**src/rtl/fetch_queue.sv**
```systemverilog
// Instruction buffer between the ifu and decode: a small circular FIFO of
// {instruction, PC} pairs with show-ahead head, valid/ready handshake and flush.
module fetch_queue #(
  parameter int DEPTH = 4,
  parameter int AW    = 2,
  parameter int DW    = 32
) (
  input  logic          clk,
  input  logic          rst_n,
  input  logic          in_valid,
  input  logic [DW-1:0] in_instr,
  input  logic [DW-1:0] in_pc,
  output logic          in_ready,
  output logic          out_valid,
  output logic [DW-1:0] out_instr,
  output logic [DW-1:0] out_pc,
  input  logic          out_ready,
  input  logic          flush,
  output logic [AW:0]   count
);

  localparam logic [AW:0] FULL_CNT = DEPTH[AW:0];

  logic [2*DW-1:0] r_mem [DEPTH];
  logic [AW-1:0]   r_wrPtr;
  logic [AW-1:0]   r_rdPtr;
  logic [AW:0]     r_count;
  logic            w_push;
  logic            w_pop;

  assign in_ready  = (r_count != FULL_CNT);
  assign out_valid = (r_count != '0);
  assign w_push    = in_valid & in_ready;
  assign w_pop     = out_valid & out_ready;
  assign count     = r_count;

  // Empty queue presents a NOP at PC 0 so decode never sees stale storage.
  assign out_instr = out_valid ? r_mem[r_rdPtr][2*DW-1:DW] : '0;
  assign out_pc    = out_valid ? r_mem[r_rdPtr][DW-1:0]    : '0;

  always_ff @(posedge clk or negedge rst_n) begin
    if (!rst_n) begin
      r_wrPtr <= '0;
      r_rdPtr <= '0;
      r_count <= '0;
    end else if (flush) begin
      r_wrPtr <= '0;
      r_rdPtr <= '0;
      r_count <= '0;
    end else begin
      if (w_push) begin
        r_wrPtr <= r_wrPtr + 1'b1;
      end
      if (w_pop) begin
        r_rdPtr <= r_rdPtr + 1'b1;
      end
      if (w_push && !w_pop) begin
        r_count <= r_count + 1'b1;
      end else if (w_pop && !w_push) begin
        r_count <= r_count - 1'b1;
      end
    end
  end

  // Storage needs no reset; it is only observed while the entry is occupied.
  always_ff @(posedge clk) begin
    if (w_push && !flush) begin
      r_mem[r_wrPtr] <= {in_instr, in_pc};
    end
  end

endmodule

```
**config.mk**
```make
export PLATFORM = sky130hd
export DESIGN_NAME = fetch_queue
export DESIGN_NICKNAME = d
export VERILOG_FILES = /design/src/rtl/fetch_queue.sv
export SDC_FILE = /design/constraint.sdc
export NUM_CORES = 1
export LEC_CHECK = 0
export BUFFER_PORTS_ARGS = -buffer_cell sky130_fd_sc_hd__buf_4
export CORE_ASPECT_RATIO = 1.2
export CORE_MARGIN = 5
export CORE_UTILIZATION = 35
export CTS_BUF_LIST = sky130_fd_sc_hd__clkbuf_4 sky130_fd_sc_hd__clkbuf_8 sky130_fd_sc_hd__clkbuf_16
export DETAILED_ROUTE_END_ITERATION = 10
export HOLD_SLACK_MARGIN = 0.15
export MAX_ROUTING_LAYER = met4
export PLACE_DENSITY = 0.52
export SYNTH_ARGS = -nofsm -noshare
export SYNTH_HDL_FRONTEND = slang
export SYNTH_SLANG_ARGS = --single-unit
```
**constraint.sdc**
```tcl
create_clock -name clk -period 3.55 [get_ports clk]
set_input_delay 0.5325 -clock clk [delete_from_list [all_inputs] [get_ports clk]]
set_output_delay 0.5325 -clock clk [all_outputs]
set_load 0.01 [all_outputs]
```
# Word-level counts from Yosys, hierarchy flattened
# Memories as Yosys holds them, arrays and structs flattened.
# Cells that the tools add are included.
# word_totals
regBits,7
ram_bits,256
input_bits,69
out_inout_bits,69
word_cells,32
memories,1
# memory_table
name,words,width,read_ports,rd_clocked_by_memory_dff,wr,line_no,rtl
r_mem,4,64,1,0,1,24,logic [2*DW-1:0] r_mem [DEPTH];
# op_classes
n_addsub,4
n_eq_ne,1
mux,11
bitwise_logic,2
n_reduce_logical,10
# op_table
op,count
$mux 32,2
$mux 3,3
$mux 2,4
$reduce_bool 3->1,2
$add 2x1->2 const B,2
$reduce_bool 2->1,2
$add 3x1->3 const B,1
$logic_and 1x1->1,3
$logic_not 1->1,3
$ne 3x3->1 const B,1
$sub 3x1->3 const B,1
$and 1x1->1,2
$mux 1,2

# Longest topological paths before layout
# logic_depth
depth_word,7
ltp_mapped,8
ltp_nobuf,7

# Worst setup path before layout
# No wires, ideal clock.
# synth_timing
kind,input-to-reg
startpoint,input port in_valid
endpoint,memory r_mem[0][0] (netlist name) (enable)
setup_time_ps,429
t_arrival_ps,2660
required_ps,3121
path_slack_ps,461
cell_stages,4
path_buffers,1
cell_sequence,clkbuf_1 inv_1 nor3_1 and2_1
# synth_between
elab_chain_len,4
# synth_lines
item,line_no,rtl
from (decl),10,"input logic in_valid,"
$and 1x1->1,33,assign w_push = in_valid & in_ready;
$logic_and 1x1->1,67,if (w_push && !flush) begin
$mux 1,67,
$mux 1 (implied by the code),68,"r_mem[r_wrPtr] <= {in_instr, in_pc};"
to (decl),24,
# Every way passes these cells.

# Worst setup path in the final report
# layout_timing
startpoint,register r_count[1] (netlist: count[1])
endpoint,output port out_pc[4]
# layout_between
elab_chain_len,2
# layout_lines
item,line_no,rtl
from (decl),27,logic [AW:0] r_count;
from (signal assigned),58,r_count <= r_count + 1'b1;
from (signal assigned),60,r_count <= r_count - 1'b1;
$reduce_bool 3->1,32,assign out_valid = (r_count != '0);
$mux 32,39,assign out_pc = out_valid ? r_mem[r_rdPtr][DW-1:0] : '0;
to (decl),16,"output logic [DW-1:0] out_pc,"
# Every way passes these cells.

==> summary.md <==
| Metric | Value |
|---|---|
| Vias | 4899 |
| Mapped Area | 0.0102 mm² |
| Post-synth cell types | 31 |
| Unrepaired setup endpoints after global routing | no |
| WHS Endpoint | r_mem[2][46] |
| Worst setup SP type | flip-flop |
| Final Hold Viols | 0 |
| R2R Path Start | count[2] |
| IO Count | 138 |
| Yosys reg bits | 263 |
| Final HPWL DP | 13100 µm |
| Max-Cap Viols | 0 |
| Clock slew at reported path FFs | 0.06 ns |
| Reg2Reg Depth | 7 |
| Synth Net Count | 541 |
| CTS buffer count | 26 |
| Final slew viol count | 0 |
| # H-tree levels | 1 |
| Placed cell count | 980 |
| R2R setup slack | 1.03 ns |
| Die Span Y | 197 µm |
| Residual DRC | 0 |
| Max VDD drop | 0.000335 V |
| Setup TNS | 0 ns |
| TritonCTS Sinks | 263 |
| Synthesis-to-layout area growth | 23.4% |
| Pin count of the biggest net entering global routing | 40 |
| Cell row count | 68 |
| Max Freq | 326 MHz |
| Worst min-delay path startpoint | in_instr[14] |
| Hold Path Depth | 1 |
| Die area | 0.0327 mm² |
| GRT Total Usage | 0.131 |
| Crit. End Element | primary output |
| Overall Power | 8740 µW |
| Worst hold path type | input port to flip-flop |
| Fin cells | 1024 |
| Global placement routability congestion | 0.698 |
| WP data required | 3.02 ns |
| WL per Instance | 20.5 µm |
| Pin slew with the least headroom to its limit | 0.815 ns |
| Total grt overflow | 0 |
| Endpoints failing setup | 0 |
| CTS tree | built |
| Mapped Cells | 467 |
| Cts hold-fix bufs | 1 |
| Core footprint | 0.0288 mm² |
| Seq/Total Area, Yosys | 0.770 |
| P_leak | 0.00428 µW |
| Setup CP Type | flip-flop to primary output |
| First-pass GRT wire length | 32400 µm |
| Clock insertion delay at the later pin of the skew report | 0.52 ns |
| IO buf count | 137 |
| Initial Util | 0.355 |
| ANT nets after route | 0 |
| Share of cells above drive strength 1 | 0.417 |
| Vias per cell | 4.78 |
| R2R Path End | count[2] |
| Syn. warnings | 0 |
| Crit path DAT | 2.53 ns |
| Fin crit share | 0.863 |
| Tmin final | 3.06 ns |
| Final Routed Wirelength | 21000 µm |
| Syn Area/Cell | 21.9 µm² |
| Clk buf depth | 3 |
| Cts repair resizes | 0 |
| Initial antenna violation count | 1 |
| Status | finished, final reports clean |
| Post-CTS Setup Bufs | 0 |
| Power Dens Cells | 694 mW/mm² |
| Worst rel slew slack | 0.457 |
| Pre-antenna DRT Iters | 4 |
| Max FO, Critical Path | 39 |
| Worst setup path start | count[1] |
| Final Util | 0.438 |
| Chip Width | 166 µm |
| Final #Nets | 698 |
| Vias in the first global route | 5567 |
| Root Driver | clkbuf_16 |
| Max Clock Skew | 0.0124 ns |
| Iter 0 DRT Violations | 273 |
-- synthesized netlist by cell type --
library cell | count | share of area
or3_1 | 1 | 0.00061
buf_6 | 5 | 0.0055
mux4_2 | 64 | 0.14
mux2_2 | 2 | 0.0022
a311oi_1 | 1 | 0.00086
clkbuf_1 | 9 | 0.0033
a21oi_1 | 2 | 0.00098
clkbuf_2 | 1 | 0.00049
nand3b_1 | 2 | 0.0015
inv_1 | 6 | 0.0022
buf_2 | 11 | 0.0054
dfrtp_1 | 7 | 0.017
o31ai_1 | 1 | 0.00074
o311ai_0 | 1 | 0.00086
o21ai_0 | 2 | 0.00098
a211oi_1 | 1 | 0.00074
nor4bb_1 | 1 | 0.00098
a21bo_2 | 1 | 0.00098
nor2_1 | 9 | 0.0033
and3_1 | 1 | 0.00061
nor3b_1 | 1 | 0.00074
o311a_1 | 1 | 0.00098
o211a_1 | 1 | 0.00098
nor3_1 | 1 | 0.00049
ha_1 | 4 | 0.0049
nand3_1 | 2 | 0.00098
xor2_1 | 2 | 0.0017
fa_1 | 1 | 0.0020
and2_1 | 68 | 0.042
edfxtp_1 | 256 | 0.75
mux2i_1 | 2 | 0.0020
-- worst max-delay path, stage by stage (launching register included) --
cell and delay, ns:
dfrtp_1 0.46, or3_2 0.90, buf_4 0.35, and2_1 0.16
buf_4 0.14
-- worst max-delay path by stage --
| stage | end | slack [ns] | cells after the start |
|---|---|---|---|
| after global placement | out_pc[24] | 0.97 | 4 |
| after global routing | out_instr[6] | 0.30 | 4 |
| final | out_pc[4] | 0.49 | 4 |
| after CTS | out_instr[6] | 0.38 | 4 |
| after floorplan | r_mem[0][0] | 0.46 | 4 |
| after detailed placement | out_instr[6] | 0.95 | 4 |
-- final cells by class --
type	instances	area [µm²]
multi-input combinational	172	2180
antenna	1	2.50
clock inverter	10	97.6
sequential	263	7870
fill	2578	16200
inverter	6	22.5
timing repair buffer	155	1230
tap	385	482
clock buffer	32	713
-- registers in the layout, summed over array words and instances, names as in the netlist --
register,flops
r_wrPtr,2
r_rdPtr,2
count,3
r_mem,256
-- where the power goes --
part / switching [µW] / total [µW] / internal (µW)
Clock: 1050 / 2600 / 1550
Sequential: 155 / 3730 / 3580
Combinational: 1110 / 2410 / 1300
Total: 2320 / 8740 / 6430
-- per-layer routing --
layer | global-route usage | wire (µm) | vias up
li1 | - | - | 2197
met1 | 0.158 | 8500 | 2536
met2 | 0.222 | 10700 | 129
met3 | 0.0344 | 1370 | 37
met4 | 0.0333 | 425 | 0
met5 | - | 0 | -
-- metrics by stage --
| step | instance area, µm² | hold WS (ns) | setup slack [ns] |
|---|---|---|---|
| detailed placement | 11800 | 0.359 | 0.945 |
| floorplan | 10200 | 0.237 | 0.461 |
| global route | 12600 | 0.176 | 0.301 |
| CTS | 12600 | 0.180 | 0.381 |
| global placement | 11800 | 0.353 | 0.966 |
| finish | 12600 | 0.209 | 0.485 |
-- cell usage in the layout (no fill, tap or decap), types with 2 or more instances in the layout --
master	instances
dfrtp_1	5
nand3b_1	2
edfxtp_1	256
and2_1	64
clkbuf_4	5
mux2_2	2
buf_4	149
nor2_1	9
and2_4	4
mux4_2	64
clkinv_1	4
bufinv_16	2
buf_12	5
ha_1	4
o21ai_0	2
mux2i_1	2
clkbuf_16	27
a21oi_1	2
clkinv_2	3
xor2_1	2
dfrtp_4	2
nand3_1	2
inv_1	6
-- cell families (layout without fill, tap and decap cells) --
family                     Yosys count  after routing  synth area share
DFF                                263            263             0.770
and+or+nand+nor                     86             86            0.0509
muxes                               68             68             0.145
buffers and inverters               32            203            0.0169
AOI/OAI and AO/OA                   11             11           0.00809
adders and majority gates            5              5           0.00686
xor gates and xnor gates             2              2           0.00172
other                                0              1                 0
Note: power is estimated with default switching activity, not from simulation.
